`src/rtl/pipe_stage_reg.sv`:
```
// Elastic pipeline-stage register: output slot plus one skid slot, registered ready, flush squash.
// Optional perf counters (stall_cnt, bubble_cnt) are built when PIPE_STAGE_PERF_EN is defined.
module pipe_stage_reg #(
   parameter int DATA_W = 96,
   parameter int CTRL_W = 16,
   parameter int CNT_W  = 16
) (
   input  logic              clk,
   input  logic              rst,
   input  logic              in_valid,
   output logic              in_ready,
   input  logic [DATA_W-1:0] in_data,
   input  logic [CTRL_W-1:0] in_ctrl,
   input  logic              flush,
   output logic              out_valid,
   input  logic              out_ready,
   output logic [DATA_W-1:0] out_data,
   output logic [CTRL_W-1:0] out_ctrl
`ifdef PIPE_STAGE_PERF_EN
   ,
   output logic [CNT_W-1:0]  stall_cnt,
   output logic [CNT_W-1:0]  bubble_cnt
`endif
);

   logic              r_out_valid;
   logic [DATA_W-1:0] r_out_data;
   logic [CTRL_W-1:0] r_out_ctrl;
   logic              r_skid_valid;
   logic [DATA_W-1:0] r_skid_data;
   logic [CTRL_W-1:0] r_skid_ctrl;
   logic              r_in_ready;

   logic              w_in_fire;
   logic              w_out_free;
   logic              w_out_valid_nxt;
   logic [DATA_W-1:0] w_out_data_nxt;
   logic [CTRL_W-1:0] w_out_ctrl_nxt;
   logic              w_skid_valid_nxt;
   logic              w_skid_load;

   assign w_in_fire  = in_valid & r_in_ready;
   assign w_out_free = ~r_out_valid | out_ready;

   // Skid slot drains first so entries keep acceptance order.
   always_comb begin
      w_out_valid_nxt  = r_out_valid;
      w_out_data_nxt   = r_out_data;
      w_out_ctrl_nxt   = r_out_ctrl;
      w_skid_valid_nxt = r_skid_valid;
      w_skid_load      = 1'b0;
      if (flush) begin
         w_out_valid_nxt  = 1'b0;
         w_out_ctrl_nxt   = '0;
         w_skid_valid_nxt = 1'b0;
      end else if (w_out_free) begin
         if (r_skid_valid) begin
            w_out_valid_nxt  = 1'b1;
            w_out_data_nxt   = r_skid_data;
            w_out_ctrl_nxt   = r_skid_ctrl;
            w_skid_valid_nxt = 1'b0;
         end else if (w_in_fire) begin
            w_out_valid_nxt = 1'b1;
            w_out_data_nxt  = in_data;
            w_out_ctrl_nxt  = in_ctrl;
         end else begin
            w_out_valid_nxt = 1'b0;
            w_out_ctrl_nxt  = '0;
         end
      end else if (w_in_fire) begin
         w_skid_valid_nxt = 1'b1;
         w_skid_load      = 1'b1;
      end
   end

   // Output slot and control state; ready is registered off the next skid occupancy.
   always_ff @(posedge clk) begin
      if (rst) begin
         r_out_valid  <= 1'b0;
         r_out_data   <= '0;
         r_out_ctrl   <= '0;
         r_skid_valid <= 1'b0;
         r_in_ready   <= 1'b1;
      end else begin
         r_out_valid  <= w_out_valid_nxt;
         r_out_data   <= w_out_data_nxt;
         r_out_ctrl   <= w_out_ctrl_nxt;
         r_skid_valid <= w_skid_valid_nxt;
         r_in_ready   <= ~w_skid_valid_nxt;
      end
   end

   // Skid payload is only meaningful while r_skid_valid is set.
   always_ff @(posedge clk) begin
      if (w_skid_load) begin
         r_skid_data <= in_data;
         r_skid_ctrl <= in_ctrl;
      end
   end

   assign in_ready  = r_in_ready;
   assign out_valid = r_out_valid;
   assign out_data  = r_out_data;
   assign out_ctrl  = r_out_ctrl;

`ifdef PIPE_STAGE_PERF_EN
   logic [CNT_W-1:0] r_stall_cnt;
   logic [CNT_W-1:0] r_bubble_cnt;

   function automatic logic [CNT_W-1:0] sat_inc(input logic [CNT_W-1:0] v);
      return (&v) ? v : v + 1'b1;
   endfunction

   // Counters survive flush; only reset clears them.
   always_ff @(posedge clk) begin
      if (rst) begin
         r_stall_cnt  <= '0;
         r_bubble_cnt <= '0;
      end else begin
         if (r_out_valid & ~out_ready) r_stall_cnt <= sat_inc(r_stall_cnt);
         if (~r_out_valid) r_bubble_cnt <= sat_inc(r_bubble_cnt);
      end
   end

   assign stall_cnt  = r_stall_cnt;
   assign bubble_cnt = r_bubble_cnt;
`endif

endmodule

```
`config.mk`:
```
export PLATFORM = sky130hd
export DESIGN_NAME = pipe_stage_reg
export DESIGN_NICKNAME = d
export VERILOG_FILES = /design/src/rtl/pipe_stage_reg.sv
export SDC_FILE = /design/constraint.sdc
export NUM_CORES = 1
export LEC_CHECK = 0
export ABC_AREA = 1
export BUFFER_PORTS_ARGS = -buffer_cell sky130_fd_sc_hd__buf_2
export CELL_PAD_IN_SITES_DETAIL_PLACEMENT = 1
export CELL_PAD_IN_SITES_GLOBAL_PLACEMENT = 2
export CORE_MARGIN = 2
export CORE_UTILIZATION = 31
export DETAILED_ROUTE_END_ITERATION = 10
export PLACE_DENSITY_LB_ADDON = 0.1
export SLEW_MARGIN = 40
export SYNTH_ARGS = -nofsm -noshare
export SYNTH_HDL_FRONTEND = slang
export SYNTH_SLANG_ARGS = --single-unit
```
`constraint.sdc`:
```
create_clock -name clk -period 11.4 [get_ports clk]
set_input_delay 0.57 -clock clk [delete_from_list [all_inputs] [get_ports clk]]
set_output_delay 0.57 -clock clk [all_outputs]
set_load 0.1 [all_outputs]
```
==> metrics.csv <==
stage,metric,value,unit
run_status,status,"complete, no violations",
synthesis,postSynthCellCount,1134,
drt,drc,0,
clock_tree,clk_latency,530,ps
synthesis,ys_warn_count,0,
synthesis,synth_compound_area_share,2.65,%
clock_tree,root_buffer,clkbuf_16,
global_routing,grt_use_total,16.2,%
drt,vias,7519,
global_routing,grt_max_degree,105,
sta,setup_viol,0,
pwr,powerDensity,182,nW/um^2
flow_run,maxCapViolations,0,
sta,fmax,345,MHz
clock_tree,clockBufferDepth,3,
global_routing,first_global_vias,7611,
finish,final_common_cell,nand2_1,
synthesis,synth-simple-area-share,28.3,%
clock_tree,ctsResizeCount,0,
place,placed_area,10700,um^2
sta,final_hold_viol_count,0,
setup_path,cp_slowest_cell,buf_6,
setup_path,cp_cell_sequence,"inv_6, nand2_2, nand3_4, buf_12, buf_12, buf_6, nand2_1, nand2_1, nor2_1",
min_path,min_path_type,input pin to register,
clock_tree,cts_tree,yes,
setup_path,cp_top_family,buffers and inverters,
floorplan,io_pins,231,
floorplan,rows,63,
synthesis,yosysTopAreaCellShare,36.0,%
synthesis,synth_area,9330,um^2
place,place.gp.congestion,0.704,
synthesis,synth.avg_cell_area,8.23,um^2
clock_tree,cts.clk_slew.worst_paths,60,ps
finish,drive_gt1_share,21.1,%
floorplan,start_util,31.5,%
drt,drtIter0Drc,279,
setup_path,start_kind,register,
finish,final_cell_mix,"nand2_1 (481), buf_2 (230), nor2_1 (192)",
setup_path,crit_required,11820,ps
synthesis,synthMuxAreaShare,0,%
floorplan,die_height,178,um
finish,multi_input_area,2910,um^2
finish,fin_area,11600,um^2
synthesis,yosysSeqAreaShare,60.7,%
finish,nets,1458,
setup_path,arrival,3320,ps
finish,seq_area,5670,um^2
synthesis,syn-num-nets,1251,
synthesis,synth-seq-cells,227,
setup_path,endpoint_kind,register,
drt,finalWirelength,25.7,mm
synthesis,synthDistinctLibCells,18,
floorplan,die_x,178,um
drt,drt_pass1_iterations,4,
pwr,leakagePower,5.77,nW
synthesis,synthAdderAreaFrac,0,%
setup_path,crit_fanout,104,
setup_path,critPathBufInv,4,
setup_path,timing_worst_setup_path_type,register to register,
global_routing,grtUsageMet3,3.58,%
drt,avgRoutedWirePerCell,14.6,um
clock_tree,holdBufCountCts,0,
global_routing,grt-busiest-layer,met2,
global_routing,gr-usage-met2,27.2,%
sta,fin_tns_setup,0,ps
synthesis,yosysTopAreaCell,edfxtp_1,
sta,timing.final.crit_share,25.4,%
sta,period_needed,2900,ps
drt,vias_per_cell,4.29,
pwr,ir_drop,0.000113,V
global_routing,overflow,0,
floorplan,dieArea,31500,um^2
global_routing,use_met1,21.5,%
global_routing,antenna_found_initial,7,
sta,rsz0062_at_grt,no,
synthesis,synth-xor-area-share,0,%
place,port_buffers,230,
clock_tree,htreeDepth,1,
clock_tree,cts.sinks,227,
sta,maxSlewHeadroom,48.0,%
sta,clock-skew-final,23.8,ps
synthesis,synth_top_family_by_area,simple AND/OR/NAND/NOR gates,
finish,fill_cells,3633,
place,hpwl,16.0,mm
finish,syn2layout_area_growth,24.4,%
global_routing,grt_pass1_wl,40.7,mm
sta,slew_viol_final,0,
clock_tree,cts_made_buffers,27,
floorplan,coreArea,29600,um^2
drt,ant_nets,0,
setup_path,max_stage_delay,600,ps
clock_tree,postCtsSetupBuffers,0,
synthesis,synth.area.top_cells,"edfxtp_1 (36%), dfxtp_1 (25%), nand2_1 (19%), nor2_1 (7.8%), inv_1 (4.0%)",
sta,worst_pin_slew,780,ps
## metal layers
metal / share of wire [%] / vias up / wire [um]
met2: 46 / 154 / 11800
met3: 5.6 / 43 / 1440
met4: 1.8 / 8 / 463
met5: 0.20 / - / 51
li1: - / 3880 / -
met1: 46 / 3434 / 11900
## synth_stat cells, drive strengths merged
cell type	count
nand2	483
nor2	193
inv	101
clkinv	2
o21a	1
a21oi	32
nand3	18
o21ai	16
nor3	1
buf	46
edfxtp	112
clkbuf	14
dfxtp	115
## through the flow
step	utilization, %	hold slack, ps	cells	power (mW)	setup slack (ps)
floorplan	-	489	1134	1.20	1710
global placement	35.9	495	1700	1.27	7880
detailed placement	36.1	505	1702	1.27	8260
CTS	39.1	196	1752	2.15	8230
global route	39.1	205	1752	2.20	8190
finish	39.2	225	1754	2.11	8500
## power breakdown
part,total (mW),internal (mW),switching [mW],leakage (nW)
registers,0.900,0.885,0.0149,1.96
logic,0.348,0.0649,0.283,3.37
clock network,0.861,0.524,0.337,0.442
## final timing paths
| kind | from | end | slack (ps) | cells after the start |
|---|---|---|---|---|
| min reg2reg | out_data[82] | out_data[82] | 510 | 4 |
| max reg2reg | r_skid_valid | out_data[58] | 8500 | 9 |
| max | r_skid_valid | out_data[58] | 8500 | 9 |
| min | in_ctrl[3] | r_skid_ctrl[3] | 220 | 1 |
## sequential cells by signal (all words and copies together) (netlist names)
signal and count:
r_skid_data 96, in_ready 1, r_skid_ctrl 16, out_valid 1
r_skid_valid 1, out_data 96, out_ctrl 16
## final cells by class
class	count	area share, %
multi-input cells	744	25.0
clock buffers	46	7.30
repair buffers	238	10.8
well taps	390	4.20
diodes	2	0.0431
flip-flops and latches	227	48.8
clock inverters	4	0.420
inverters	103	3.38
## kinds of logic (layout without fill, tap and decap cells)
| group | after synthesis | in the layout |
|---|---|---|
| AO/OA/AOI/OAI | 49 | 49 |
| buffers and inverters | 163 | 391 |
| flip-flops | 227 | 227 |
| other | 0 | 2 |
| AND/OR/NAND/NOR | 695 | 695 |
(Power assumes the default switching activity.)
